<file path="config.mk">
export PLATFORM = sky130hd
export DESIGN_NAME = wb_ctrl
export DESIGN_NICKNAME = d
export VERILOG_FILES = /design/src/rtl/wb_pkg.sv /design/src/rtl/wb_fifo.sv /design/src/rtl/wb_ctrl.sv
export SDC_FILE = /design/constraint.sdc
export NUM_CORES = 1
export LEC_CHECK = 0
export BUFFER_PORTS_ARGS = -buffer_cell sky130_fd_sc_hd__buf_2
export CAP_MARGIN = 20
export CORE_UTILIZATION = 57
export CTS_CLUSTER_SIZE = 12
export DETAILED_ROUTE_END_ITERATION = 6
export PLACE_DENSITY_LB_ADDON = 0.2
export SLEW_MARGIN = 20
export SYNTH_ARGS = -nofsm -noshare
export SYNTH_HDL_FRONTEND = slang
export SYNTH_SLANG_ARGS = --single-unit
</file>
<file path="constraint.sdc">
create_clock -name clk -period 8.6 [get_ports clk]
set_input_delay 1.72 -clock clk [delete_from_list [all_inputs] [get_ports clk]]
set_output_delay 1.72 -clock clk [all_outputs]
set_load 0.05 [all_outputs]
</file>
<file path="src/rtl/wb_pkg.sv">
// Shared widths, default sizing and the writeback buffer entry layout.
package wb_pkg;

    localparam int unsigned REG_ADDR_W      = 5;
    localparam int unsigned XLEN            = 32;
    localparam int unsigned WB_DEPTH        = 2;
    localparam int unsigned WB_STARVE_LIMIT = 3;

    typedef struct packed {
        logic                  valid;
        logic [REG_ADDR_W-1:0] waddr;
        logic [XLEN-1:0]       wdata;
    } wb_entry_t;

endpackage

</file>
<file path="src/rtl/wb_fifo.sv">
// In-order LSU writeback buffer. Entries can be killed in place by an
// address match; killed entries keep their slot until they reach the head.
module wb_fifo
    import wb_pkg::*;
#(
    parameter int unsigned DEPTH = WB_DEPTH
) (
    input  logic        clk,
    input  logic        rst,
    input  logic        push_i,
    input  logic [4:0]  push_waddr_i,
    input  logic [31:0] push_wdata_i,
    input  logic        pop_i,
    input  logic        kill_i,
    input  logic [4:0]  kill_addr_i,
    output logic        empty_o,
    output logic        full_o,
    output logic        head_valid_o,
    output logic [4:0]  head_waddr_o,
    output logic [31:0] head_wdata_o,
    output logic [31:0] pend_o
);

    localparam int unsigned PW = $clog2(DEPTH);
    localparam logic [PW:0] FULL_CNT = (PW+1)'(DEPTH);

    wb_entry_t     mem_q [DEPTH];
    wb_entry_t     mem_d [DEPTH];
    logic [PW-1:0] wr_ptr_q, wr_ptr_d;
    logic [PW-1:0] rd_ptr_q, rd_ptr_d;
    logic [PW:0]   cnt_q, cnt_d;
    logic          do_pop;

    assign empty_o      = (cnt_q == '0);
    assign full_o       = (cnt_q == FULL_CNT);
    assign do_pop       = pop_i && !empty_o;
    assign head_valid_o = !empty_o && mem_q[rd_ptr_q].valid;
    assign head_waddr_o = mem_q[rd_ptr_q].waddr;
    assign head_wdata_o = mem_q[rd_ptr_q].wdata;

    // Next buffer state: kill existing matches first so a same-cycle push survives.
    always_comb begin
        mem_d    = mem_q;
        wr_ptr_d = wr_ptr_q;
        rd_ptr_d = rd_ptr_q;
        cnt_d    = cnt_q;
        for (int unsigned i = 0; i < DEPTH; i++) begin
            if (kill_i && mem_q[i].valid && (mem_q[i].waddr == kill_addr_i)) begin
                mem_d[i].valid = 1'b0;
            end
        end
        if (do_pop) begin
            mem_d[rd_ptr_q].valid = 1'b0;
            rd_ptr_d = rd_ptr_q + 1'b1;
        end
        if (push_i) begin
            mem_d[wr_ptr_q] = '{valid: 1'b1, waddr: push_waddr_i, wdata: push_wdata_i};
            wr_ptr_d = wr_ptr_q + 1'b1;
        end
        case ({push_i, do_pop})
            2'b10:   cnt_d = cnt_q + 1'b1;
            2'b01:   cnt_d = cnt_q - 1'b1;
            default: cnt_d = cnt_q;
        endcase
    end

    // Pending-register mask over live entries.
    always_comb begin
        pend_o = '0;
        for (int unsigned i = 0; i < DEPTH; i++) begin
            if (mem_q[i].valid) begin
                pend_o[mem_q[i].waddr] = 1'b1;
            end
        end
    end

    // Buffer storage and pointers.
    always_ff @(posedge clk or posedge rst) begin
        if (rst) begin
            for (int unsigned i = 0; i < DEPTH; i++) begin
                mem_q[i] <= '0;
            end
            wr_ptr_q <= '0;
            rd_ptr_q <= '0;
            cnt_q    <= '0;
        end else begin
            mem_q    <= mem_d;
            wr_ptr_q <= wr_ptr_d;
            rd_ptr_q <= rd_ptr_d;
            cnt_q    <= cnt_d;
        end
    end

endmodule

</file>
<file path="src/rtl/wb_ctrl.sv">
// Register-file writeback arbiter between the EX stage and the buffered
// LSU path, with a starvation guard that briefly stalls EX.
module wb_ctrl
    import wb_pkg::*;
#(
    parameter int unsigned DEPTH        = WB_DEPTH,
    parameter int unsigned STARVE_LIMIT = WB_STARVE_LIMIT
) (
    input  logic        clk,
    input  logic        rst,
    input  logic        ex_wen_i,
    input  logic [4:0]  ex_waddr_i,
    input  logic [31:0] ex_wdata_i,
    input  logic        lsu_valid_i,
    output logic        lsu_ready_o,
    input  logic [4:0]  lsu_waddr_i,
    input  logic [31:0] lsu_wdata_i,
    output logic        reg_wen_o,
    output logic [4:0]  reg_waddr_o,
    output logic [31:0] reg_wdata_o,
    output logic        ex_stall_o,
    output logic [31:0] pend_o,
    output logic        err_o
);

    localparam int unsigned SW = $clog2(STARVE_LIMIT + 1);

    logic          rdy_q, rdy_d;
    logic          stall_q, stall_d;
    logic          err_q, err_d;
    logic [SW-1:0] starve_q, starve_d;
    logic          reg_wen_q, reg_wen_d;
    logic [4:0]    reg_waddr_q, reg_waddr_d;
    logic [31:0]   reg_wdata_q, reg_wdata_d;

    logic          push, pop, ex_issue;
    logic          empty, full, head_valid;
    logic [4:0]    head_waddr;
    logic [31:0]   head_wdata;

    // Ready depends only on flops: out of reset for a cycle and not full.
    assign lsu_ready_o = rdy_q && !full;
    // x0 requests complete the handshake but are never stored.
    assign push        = lsu_valid_i && lsu_ready_o && (lsu_waddr_i != '0);

    assign reg_wen_o   = reg_wen_q;
    assign reg_waddr_o = reg_waddr_q;
    assign reg_wdata_o = reg_wdata_q;
    assign ex_stall_o  = stall_q;
    assign err_o       = err_q;

    wb_fifo #(.DEPTH(DEPTH)) u_fifo (
        .clk          (clk),
        .rst          (rst),
        .push_i       (push),
        .push_waddr_i (lsu_waddr_i),
        .push_wdata_i (lsu_wdata_i),
        .pop_i        (pop),
        .kill_i       (ex_issue),
        .kill_addr_i  (ex_waddr_i),
        .empty_o      (empty),
        .full_o       (full),
        .head_valid_o (head_valid),
        .head_waddr_o (head_waddr),
        .head_wdata_o (head_wdata),
        .pend_o       (pend_o)
    );

    // Arbitration, starvation tracking and next register-file write.
    always_comb begin
        rdy_d       = 1'b1;
        pop         = 1'b0;
        ex_issue    = 1'b0;
        err_d       = err_q;
        stall_d     = 1'b0;
        starve_d    = starve_q;
        reg_wen_d   = 1'b0;
        reg_waddr_d = reg_waddr_q;
        reg_wdata_d = reg_wdata_q;

        if (stall_q) begin
            pop   = !empty;
            err_d = err_q || ex_wen_i;
        end else if (ex_wen_i) begin
            // An x0 write still owns the slot but writes and kills nothing.
            ex_issue = (ex_waddr_i != '0);
        end else begin
            pop = !empty;
        end

        if (ex_issue) begin
            reg_wen_d   = 1'b1;
            reg_waddr_d = ex_waddr_i;
            reg_wdata_d = ex_wdata_i;
        end else if (pop && head_valid) begin
            reg_wen_d   = 1'b1;
            reg_waddr_d = head_waddr;
            reg_wdata_d = head_wdata;
        end

        if (pop || empty) begin
            starve_d = '0;
        end else if (ex_issue) begin
            if (starve_q == SW'(STARVE_LIMIT - 1)) begin
                starve_d = '0;
                stall_d  = 1'b1;
            end else begin
                starve_d = starve_q + 1'b1;
            end
        end
    end

    // Control and output registers.
    always_ff @(posedge clk or posedge rst) begin
        if (rst) begin
            rdy_q       <= 1'b0;
            stall_q     <= 1'b0;
            err_q       <= 1'b0;
            starve_q    <= '0;
            reg_wen_q   <= 1'b0;
            reg_waddr_q <= '0;
            reg_wdata_q <= '0;
        end else begin
            rdy_q       <= rdy_d;
            stall_q     <= stall_d;
            err_q       <= err_d;
            starve_q    <= starve_d;
            reg_wen_q   <= reg_wen_d;
            reg_waddr_q <= reg_waddr_d;
            reg_wdata_q <= reg_wdata_d;
        end
    end

endmodule
</file>
## Word level (Yosys, flattened, before mapping)

Index checks and enable logic that the tools add are counted.

| word-level totals | value |
|---|---|
| register bits after elaboration | 123 |
| input port bits | 78 |
| output and inout port bits | 73 |
| word-level logic and storage cells | 98 |

| operators by class | value |
|---|---|
| add/sub/neg operators | 5 |
| $lt $le $gt $ge | 8 |
| equality and inequality tests | 6 |
| muxes and demuxes | 36 |
| bitwise logic cells | 3 |
| reductions and logical operators | 24 |

Operator list:

| operator | count |
|---|---|
| 2-to-1 mux 38 bit | 5 |
| bitwise mux 76 bit | 2 |
| 2-to-1 mux 76 bit | 2 |
| 2-to-1 mux 32 bit | 4 |
| demux 38 bit (select 1 bit) | 2 |
| bitwise OR 32 bit | 1 |
| logical AND 1 bit | 14 |
| 2-to-1 mux 1 bit | 13 |
| less-than comparator 5 x 6 -> 1 bit, second input constant | 2 |
| demux 1 bit (select 5 bit) | 2 |
| == test 5 bit | 2 |
| greater-or-equal comparator 5 x 1 -> 1 bit, second input constant | 2 |
| 2-to-1 mux 5 bit | 2 |
| nonzero test 5 bit | 2 |
| == test 2 bit, second input constant | 3 |
| 2-to-1 mux 2 bit | 3 |
| nonzero test 2 bit | 3 |
| adder 2 x 1 -> 2 bit, second input constant | 2 |
| greater-or-equal comparator 2 bit, second input constant | 2 |
| less-than comparator 2 x 1 -> 1 bit, second input constant | 2 |
| NOT 1 -> 2 bit | 2 |
| case mux 2 bit (2 select lines) | 1 |
| adder 1 bit, second input constant | 2 |
| == test 2 x 1 -> 1 bit, second input constant | 1 |
| other kinds (4) | 6 |

## Depth between registers and ports, before layout

Gate-level depths: netlist of the first run.

| depth | value |
|---|---|
| depth in word-level cells | 10 |
| mapped depth | 8 |
| mapped depth without buffers | 7 |

## Cells and area by module

A second synthesis of the first run with hierarchy kept.

| unflattened totals | value |
|---|---|
| cell total of the unflattened synthesis | 563 |
| area, all modules | 6384.9 um2 |

Modules (own cells, without submodules):

| module | times used | cells each | area each (um2) | seq. area each (um2) |
|---|---|---|---|---|
| wb_fifo | 1 | 310 | 4124.0 | 2001.9 |
| wb_ctrl | 1 | 253 | 2260.9 | 1076.0 |

## Least setup slack after synthesis of the first run

Ideal clock, no wire load.

| timing | value |
|---|---|
| path kind | register to output |
| start | reg u_fifo.mem_q[33] (netlist name) |
| end | out pend_o[28] |
| data arrival time | 1919 ps |
| data required time | 6880 ps |
| path slack | 4961 ps |
| cell stages (with the launch flop) | 5 |
| path buffers | 2 |
| cell sequence | dfrtp_1 > clkbuf_1 > or3b_2 > clkbuf_1 > o22ai_1 |

| on the way | value |
|---|---|
| cells in the longest elaborated chain, start to end | 6 |
| elaborated cells on any way between the ends | 7 |
| those cells by class | order compare (2); mux (3); bitwise (1); reduce/logical (1) |

Ends and longest elaborated chain:

| item | RTL line | source |
|---|---|---|
| start, declared | wb_fifo.sv:27 | `wb_entry_t mem_q [DEPTH];` |
| start signal, assigned | wb_fifo.sv:87 | `mem_q <= mem_d;` |
| less-than comparator 5 x 6 -> 1 bit (not written as such) / greater-or-equal comparator 5 x 1 -> 1 bit (equally long branches) | wb_fifo.sv:72 | `pend_o[mem_q[i].waddr] = 1'b1;` |
| logical AND 1 bit (not written as such) | wb_fifo.sv:72 |  |
| 2-to-1 mux 1 bit (not written as such) | wb_fifo.sv:72 |  |
| demux 1 bit (select 5 bit) (*) | -- |  |
| bitwise OR 32 bit (no line) (*) | -- |  |
| 2-to-1 mux 32 bit (*) | wb_fifo.sv:71 | `if (mem_q[i].valid) begin` |
| end, declared | wb_ctrl.sv:22 | `output logic [31:0] pend_o,` |

Mark *: on every way between the ends. The rest lies on a longest branch, timed or not.

## Worst setup path in the final report of the first run

| timing | value |
|---|---|
| start | reg u_fifo.mem_q[74] (netlist name) |
| end | out pend_o[17] |

| on the way | value |
|---|---|
| cells in the longest elaborated chain, start to end | 7 |
| elaborated cells on any way between the ends | 8 |
| those cells by class | order compare (2); mux (4); bitwise (1); reduce/logical (1) |

Ends and longest elaborated chain:

| item | RTL line |
|---|---|
| less-than comparator 5 x 6 -> 1 bit (not written as such) / greater-or-equal comparator 5 x 1 -> 1 bit (equally long branches) | wb_fifo.sv:72 |
| logical AND 1 bit (not written as such) | wb_fifo.sv:72 |
| 2-to-1 mux 1 bit (not written as such) | wb_fifo.sv:72 |
| demux 1 bit (select 5 bit) (*) | -- |
| 2-to-1 mux 32 bit (*) | wb_fifo.sv:71 |
| bitwise OR 32 bit (no line) | -- |
| 2-to-1 mux 32 bit (*) | wb_fifo.sv:71 |

Marked as above.

==> flow_summary_export.csv, run 1 <==
group,metric,value,unit
layout,diodes,0,
placement,dpl.hpwl,8619,um
layout,multiInputGateArea,2475,um2
grt,overflow,0,
power_and_ir_drop,ir_drop,244.9,uV
placement,port_buffers,150,
die,core,9774,um2
min_path,hp-class,"reg -> reg",
sta,period_share,43.90,%
logic_synthesis,synth-seq-area-share,53.63,%
grt,grt_usage,26.70,%
layout,nets,678,
setup_path,end_kind,"output pin",
layout,post-route-util,72.29,%
setup_path,critical_path_class,"reg -> out",
outcome,outcome,"finished clean",
detailed_routing,drt_iter0_drc,239,
power_and_ir_drop,p_leak,3.283,nW
sta,setup_tns,0,ps
clock_tree,clk_pin_slew,60,ps
clock_tree,postCtsSetupBuffers,0,
logic_synthesis,syn_nets,542,
sta,hold_violations,0,
setup_path,cp_data_required_time,6880,ps
sta,slew_headroom,31.24,%
detailed_routing,vias,4442,
die,die_y,102.3,um
die,initial_core_util,58.72,%
sta,fmax,264.9,MHz
power_and_ir_drop,powerDensity,416.1,nW/um2
clock_tree,ctsHoldBuffers,0,
clock_tree,cts_tree,"built",
grt,antenna_found_initial,0,
sta,worstMarginPinSlew,1031,ps
die,fp.dieW,102.3,um
flow_run,drv_cap,0,
sta,setup_viol,0,
sta,slew_viol_final,0,
logic_synthesis,synth.distinct_cells,36,
clock_tree,clk_latency,500,ps
sta,period_needed,3775,ps
clock_tree,htree_levels,4,
logic_synthesis,synth_area,5739,um2
die,design.die.area,10470,um2
die,rows,36,
power_and_ir_drop,total_power,2.940,mW
logic_synthesis,synth.yosys.warnings,0,
sta,rsz0062_at_grt,"no",
clock_tree,cts-root-buf,"clkbuf_8",
detailed_routing,drc,0,
die,pin_count,151,
logic_synthesis,ys_ff_latch,123,
clock_tree,numClockSinks,123,
grt,grt_pass1_wl,20920,um
logic_synthesis,syn_avg_cell_area,12.40,um2
grt,grt_pass1_vias,4292,
detailed_routing,antenna_left,0,
sta,worst_clock_skew,7.325,ps
clock_tree,cts_buffers,17,
placement,routabilityCongestion,0.7937,
clock_tree,clock_path_buffers,2,
setup_path,critPathLaunchType,"flip-flop",
setup_path,arrival,2060,ps
detailed_routing,wl_per_cell,18.06,um
setup_path,worstPathMaxFanout,11,
layout,fillerInstances,705,
layout,area_growth,23.11,%
layout,regArea,3079,um2
detailed_routing,routed_via_density,5.970,
detailed_routing,drt_wl_total,13440,um
layout,final_layout_size_suffix_gt1_share,44.52,%
clock_tree,cts_resized,0,
grt,grt_max_degree,78,
detailed_routing,firstDrtPassIters,5,
logic_synthesis,syn_inst,463,
==> cells in the mapped netlist (all sizes together) <==
library cell / n / area [um2]
nor4b: 1 / 8.760
ha: 1 / 12.51
dfrtp: 123 / 3078
nand3: 5 / 25.02
and2: 2 / 12.51
a31o: 2 / 17.52
clkbuf: 19 / 71.32
mux2i: 38 / 380.4
o21a: 1 / 7.510
a2bb2oi: 1 / 8.760
xnor2: 8 / 70.07
nor2b: 1 / 6.260
conb: 1 / 3.750
nand2: 10 / 37.54
nor4: 1 / 12.51
xor2: 6 / 52.55
nand4: 2 / 12.51
mux2: 75 / 844.6
and4b: 1 / 10.01
a21bo: 1 / 10.01
or3: 4 / 25.02
and4: 1 / 8.760
nor2: 45 / 168.9
nor3: 3 / 15.01
or3b: 4 / 35.03
nand3b: 10 / 75.07
a21o: 1 / 7.510
inv: 4 / 15.01
a221o: 36 / 360.4
o22ai: 32 / 200.2
a21oi: 2 / 10.01
o21ai: 3 / 15.01
buf: 18 / 113.9
a21boi: 1 / 7.510
==> metal layers <==
layer,GRT usage (%),wire [um],up-vias
li1,-,-,1990
met1,33.07,5688,2247
met2,45.59,6712,193
met3,7.729,931,12
met4,7.692,104,0
met5,0,0,-
==> metrics by stage <==
stage	setup slack, ps	hold slack, ps	instances	cell area, um2
floorplan	3609	453.6	463	5739
global placement	4723	435.5	713	6519
detailed placement	4634	450.6	713	6519
CTS	4826	463.0	744	7066
global route	4732	495.6	744	7066
finish	4825	465.1	744	7066
==> cell usage in the layout, fill, tap and decap left out, types with 2 or more instances in the layout <==
master / count
o21ai_0: 3
xnor2_1: 8
dfrtp_1: 122
and2_1: 2
clkinvlp_4: 4
buf_2: 150
nand3_1: 5
clkbuf_16: 16
nor2_1: 45
buf_4: 4
a21oi_1: 2
nand2_1: 10
or3b_2: 4
nand3b_1: 10
nand4_1: 2
mux2i_1: 38
mux2_2: 75
inv_1: 3
o22ai_1: 32
a31o_2: 2
bufinv_16: 2
xor2_1: 6
nor3_1: 3
clkinv_2: 6
a221o_1: 36
or3_1: 4
==> power by group <==
group          total (mW)  internal, mW  switching (mW)
Combinational        1.22         0.474           0.746
Clock               0.656         0.406           0.249
Sequential           1.06         0.852           0.213
Total                2.94          1.73            1.21
==> cell families (layout without fill, tap and decap cells) <==
logic type / count (synthesis) / after routing / share of synthesized area, %
buf+inv: 41 / 189 / 3.488
flops: 123 / 123 / 53.63
compound gates: 80 / 80 / 11.23
fa+ha+maj: 1 / 1 / 0.2180
mux: 113 / 113 / 21.34
simple gates: 90 / 90 / 7.892
xor+xnor: 14 / 14 / 2.137
other cells: 1 / 1 / 0.06534
==> worst paths after layout <==
check                                 start               end  slack [ps]  depth (start not counted)
min                                   err_o             err_o         470                          1
max in group asynchronous               rst  u_fifo.mem_q[18]        5940                          3
max                        u_fifo.mem_q[74]        pend_o[17]        4820                          3
max reg2reg                      ex_stall_o    reg_waddr_o[0]        6030                          5
min in group asynchronous               rst   reg_wdata_o[13]        1270                          2
min reg2reg                           err_o             err_o         470                          1
==> sequential cells by signal, indices dropped and copies added, names as in the netlist <==
register	flops
u_fifo.mem_q	76
reg_wdata_o	32
reg_waddr_o	5
starve_q	2
u_fifo.cnt_q	2
err_o	1
ex_stall_o	1
rdy_q	1
reg_wen_o	1
u_fifo.rd_ptr_q	1
u_fifo.wr_ptr_q	1
==> worst max-delay path, cell delays in order (launching register included) <==
cell     delay (ps)
dfrtp_1         540
or3b_2          530
o22ai_1         190
buf_2           300
==> final cells by class <==
class | instances | area share [%]
clock inverter | 13 | 1.824
timing repair buffer | 154 | 11.05
inverter | 4 | 0.2479
clock buffer | 18 | 5.915
multi-input combinational | 299 | 35.03
sequential | 123 | 43.58
tap | 133 | 2.355
(Power assumes the default switching activity.)
==> run 2, diff against run 1 <==
- ABC_AREA: unset -> 1
- CORE_UTILIZATION: 57 -> 54
- clock period: 8.6 -> 3.82 ns (I/O delays scaled with it)
==> flow_summary_export.csv, run 2 <==
group,metric,value,unit
placement,port_buffers,150,
die,fp.dieW,110.5,um
clock_tree,cts-root-buf,"clkbuf_16",
sta,rsz0062_at_grt,"no",
logic_synthesis,syn_inst,825,
layout,final_layout_size_suffix_gt1_share,25.13,%
logic_synthesis,synth_fa_ha_area_share,0.1967,%
layout,mostFrequentLayoutCell,"nand2_1",
clock_tree,htree_levels,4,
sta,setup_viol,0,
die,rows,39,
logic_synthesis,synth_flop_cell,"dfrtp_1",
logic_synthesis,ys_async_sr_fraction,100.0,%
detailed_routing,drc,0,
grt,grt_max_degree,46,
grt,antenna_found_initial,1,
logic_synthesis,syn_nets,904,
setup_path,critical_path_class,"reg -> out",
detailed_routing,vias,5893,
logic_synthesis,synth.yosys.warnings,0,
sta,hold_violations,0,
logic_synthesis,synth-compound-area-share,12.10,%
grt,overflow,0,
layout,largest_reg_flops,76,
logic_synthesis,synth.distinct_cells,29,
logic_synthesis,ys_ff_latch,123,
layout,nets,1033,
detailed_routing,routed_via_density,5.309,
grt,grt_usage,27.94,%
placement,dpl.hpwl,10080,um
logic_synthesis,synth_top_area_share,48.39,%
setup_path,critical_path.reg2reg.startpoint,"u_fifo.wr_ptr_q",
setup_path,r2r_cells,3,
clock_tree,clk_latency,430,ps
logic_synthesis,yosysMostFrequentCell,"nand2_1",
logic_synthesis,synth_top_family_by_area,"simple AND/OR/NAND/NOR gates",
setup_path,crit_start,"u_fifo.mem_q[71]",
setup_path,cp_data_required_time,3060,ps
logic_synthesis,syn_avg_cell_area,7.710,um2
detailed_routing,highest_layer,"met5",
grt,grt_pass1_vias,5628,
sta,fmax,325.6,MHz
logic_synthesis,synth_xor_area_share,1.515,%
logic_synthesis,synth.area.top_cells,"dfrtp_1 (48%), nand2_1 (24%), o21ai_0 (5.6%), o21ai_2 (5.2%), nand3_1 (4.0%)",
setup_path,r2r_setup_slack,1660,ps
detailed_routing,firstDrtPassIters,5,
logic_synthesis,synth-seq-area-share,48.39,%
setup_path,end_kind,"output pin",
clock_tree,numClockSinks,123,
logic_synthesis,synthMuxAreaShare,0,%
detailed_routing,drt_wl_total,15960,um
die,pin_count,151,
logic_synthesis,synthSimpleGateAreaFrac,31.18,%
detailed_routing,wl_per_cell,14.38,um
sta,setup_tns,0,ps
setup_path,crit_path_end,"pend_o[22]",
logic_synthesis,synthTopCellsByCount,"nand2_1 (408), dfrtp_1 (123), o21ai_0 (71)",
logic_synthesis,yosysTopAreaCell,"dfrtp_1",
layout,layout.cells.most_common_list,"nand2_1 (408), buf_2 (150), dfrtp_1 (122)",
placement,routabilityCongestion,0.8241,
layout,top_register,"u_fifo.mem_q",
logic_synthesis,synth-edff-count,0,
clock_tree,clk_pin_slew,50,ps
clock_tree,cts_buffers,17,
setup_path,arrival,2310,ps
die,design.die.area,12220,um2
clock_tree,postCtsSetupBuffers,0,
sta,period_share,80.41,%
outcome,outcome,"finished clean",
power_and_ir_drop,ir_drop,495.3,uV
die,core,11470,um2
power_and_ir_drop,p_leak,4.039,nW
min_path,hp-class,"in -> async",
layout,diodes,0,
setup_path,worstPathMaxFanout,8,
detailed_routing,m1WireLength,7096,um
detailed_routing,met3WireLength,989,um
detailed_routing,drt_iter0_drc,380,
sta,worst_clock_skew,11.02,ps
sta,slew_headroom,26.99,%
sta,slew_viol_final,0,
die,initial_core_util,55.47,%
detailed_routing,antenna_left,0,
clock_tree,cts_tree,"built",
clock_tree,cts_resized,0,
grt,grt_pass1_wl,27300,um
power_and_ir_drop,powerDensity,904.9,nW/um2
power_and_ir_drop,total_power,7.049,mW
sta,worstMarginPinSlew,1087,ps
flow_run,drv_cap,0,
logic_synthesis,synth_area,6361,um2
setup_path,reg2reg_to,"u_fifo.mem_q[17]",
detailed_routing,detailroute.wirelength.met2,7647,um
setup_path,critPathLaunchType,"flip-flop",
clock_tree,ctsHoldBuffers,0,
layout,area_growth,22.46,%
clock_tree,clock_path_buffers,2,
sta,period_needed,3072,ps
die,die_y,110.5,um
==> run 2: area by class of cell <==
class,count,area (um2)
fillers,1003,3677
flip-flops and latches,123,3079
multi-input cells,629,2870
repair buffers,158,843.3
clock buffers,17,425.4
clock inverters,15,295.3
well taps,143,178.9
inverters,25,97.59
==> run 2: power by group <==
part	switching (mW)	internal (mW)	leakage, nW
logic	2.03	0.794	2.17
registers	0.419	1.85	1.52
clock network	0.601	1.36	0.343
total	3.05	4.00	4.04
==> run 2: per-stage QoR <==
step | utilization (%) | hold WS [ps] | cell area (um2) | std cells | setup slack (ps)
2_1_floorplan | - | 453.4 | 6365 | 825 | 1206
3_3_place_gp | 61.41 | 433.6 | 7042 | 1077 | 1289
3_5_place_dp | 61.65 | 440.3 | 7069 | 1078 | 1234
4_1_cts | 67.93 | 452.3 | 7790 | 1110 | 792.3
5_1_grt | 67.93 | 480.6 | 7790 | 1110 | 494.6
6_report | 67.93 | 429.4 | 7790 | 1110 | 748.4
==> run 2: cell families after synthesis <==
family / after synthesis
AOI/OAI and AO/OA: 122
xor gates and xnor gates: 11
adders and majority gates: 1
buffers and inverters: 73
DFF: 123
other: 1
and+or+nand+nor: 494
==> run 2: worst min path at each step <==
stage | endpoint | slack (ps) | cells past startpoint
final | reg_wdata_o[13] | 430 | 2
after global routing | reg_wdata_o[16] | 480 | 2
after CTS | reg_wdata_o[16] | 450 | 2
after detailed placement | err_o | 440 | 1
after global placement | err_o | 430 | 1
after floorplan | u_fifo.mem_q[27] | 450 | 2
==> run 2: worst max-delay path, stage by stage, from the launching register on <==
cell and delay (ps):
dfrtp_1 410, inv_1 100, nor3_1 870, nand2_1 90, o21ai_0 120, buf_2 290
==> run 2: layer usage <==
metal  track usage [%]  vias up
met5                 0        -
met4             8.978        2
met3             7.025       23
met2             43.93      183
met1             38.02     2792
li1                  -     2893
==> run 3, diff against run 2 <==
- clock period: 3.82 -> 3 ns (I/O delays scaled with it)
==> flow_summary_export.csv, run 3 (same netlist as run 2, synthesis figures left out) <==
group,metric,value,unit
layout,top_register,"u_fifo.mem_q",
die,initial_core_util,55.47,%
grt,grt_pass1_vias,5630,
die,fp.dieW,110.5,um
placement,pre_cts_ws,804.6,ps
die,rows,39,
sta,period_needed,2536,ps
layout,layout.cells.most_common_list,"nand2_1 (408), buf_2 (150), dfrtp_1 (122)",
die,pin_count,151,
detailed_routing,firstDrtPassIters,5,
sta,fmax,394.3,MHz
layout,final_layout_size_suffix_gt1_share,25.08,%
die,die_y,110.5,um
die,core,11470,um2
clock_tree,ctsHoldBuffers,0,
power_and_ir_drop,ir_drop,611.2,uV
layout,nets,1037,
setup_path,arrival,1940,ps
grt,antenna_found_initial,1,
power_and_ir_drop,powerDensity,1098,nW/um2
power_and_ir_drop,total_power,8.429,mW
sta,worstMarginPinSlew,900.3,ps
sta,hold_violations,0,
layout,mostFrequentLayoutCell,"nand2_1",
setup_path,r2r_setup_slack,910,ps
grt,grt_max_degree,76,
sta,rsz0062_at_grt,"no",
placement,dpl.hpwl,10090,um
sta,period_share,84.54,%
placement,routabilityCongestion,0.8577,
clock_tree,cts_buffers,17,
clock_tree,clk_latency,410,ps
setup_path,critical_path.reg2reg.startpoint,"u_fifo.cnt_q[0]",
sta,worst_clock_skew,11.49,ps
clock_tree,postCtsSetupBuffers,0,
layout,area_growth,20.65,%
setup_path,end_kind,"output pin",
clock_tree,clk_pin_slew,50,ps
sta,slew_viol_final,0,
setup_path,cp_data_required_time,2400,ps
detailed_routing,drc,0,
detailed_routing,vias,5820,
sta,setup_tns,0,ps
clock_tree,htree_levels,4,
setup_path,reg2reg_to,"u_fifo.mem_q[48]",
clock_tree,cts-root-buf,"clkbuf_16",
detailed_routing,drt_wl_total,15670,um
clock_tree,cts_tree,"built",
flow_run,drv_cap,0,
placement,port_buffers,150,
setup_path,critPathLaunchType,"flip-flop",
grt,overflow,0,
layout,largest_reg_flops,76,
sta,finalWorstSetupSlack,463.9,ps
die,design.die.area,12220,um2
grt,grt_usage,27.52,%
detailed_routing,wl_per_cell,14.07,um
clock_tree,cts_resized,0,
sta,setup_viol,0,
sta,slew_headroom,39.91,%
layout,fillerInstances,1022,
detailed_routing,antenna_left,0,
detailed_routing,drt_iter0_drc,407,
clock_tree,numClockSinks,123,
setup_path,r2r_cells,6,
setup_path,critical_path_class,"reg -> out",
clock_tree,clock_path_buffers,2,
setup_path,worstPathMaxFanout,7,
outcome,outcome,"finished clean",
grt,grt_pass1_wl,27120,um
power_and_ir_drop,p_leak,4.005,nW
min_path,hp-class,"in -> async",
detailed_routing,routed_via_density,5.229,
==> run 3: cell type report <==
type	instances	area, um2	share of cell area [%]
antenna	1	2.502	0.03261
clock buffer	22	474.2	6.179
clock inverter	8	93.84	1.223
inverter	25	97.59	1.272
multi-input combinational	629	2870	37.40
sequential	123	3079	40.12
tap	143	178.9	2.331
timing repair buffer	162	878.3	11.44
==> run 3: worst max path at each step <==
stage / startpoint / end / slack, ps / cells after the start
detailed placement: lsu_waddr_i[0] / u_fifo.mem_q[6] / 800 / 6
global route: u_fifo.mem_q[73] / pend_o[29] / 280 / 5
global placement: lsu_waddr_i[2] / u_fifo.mem_q[5] / 860 / 6
floorplan: u_fifo.mem_q[34] / pend_o[27] / 550 / 4
finish: u_fifo.mem_q[72] / pend_o[12] / 460 / 5
CTS: u_fifo.mem_q[70] / pend_o[5] / 470 / 6
==> run 3: through the flow <==
| stage | util, % | hold slack [ps] | std cells | instance area, um2 |
|---|---|---|---|---|
| floorplan | - | 453.4 | 825 | 6365 |
| global placement | 61.95 | 433.6 | 1082 | 7104 |
| detailed placement | 61.95 | 439.0 | 1082 | 7104 |
| CTS | 66.91 | 136.5 | 1112 | 7672 |
| global route | 66.91 | 140.8 | 1112 | 7672 |
| finish | 66.93 | 141.8 | 1113 | 7675 |
==> run 3: where the power goes <==
group	switching (mW)	internal, mW
clock	0.688	1.27
sequential	0.510	2.36
combinational	2.59	1.01
==> run 3: critical path, stage by stage, from the launching register on <==
cell and delay [ps]:
dfrtp_1 480, inv_1 140, nor3_1 450, nand2_1 90
o21ai_0 90, buf_2 290
==> run 3: routing by layer <==
layer,GRT usage (%),routed length [um],up-vias
met5,0,13,-
met4,8.178,177,2
met3,5.928,766,15
met2,45.92,7641,153
met1,36.04,7065,2761
li1,-,-,2889
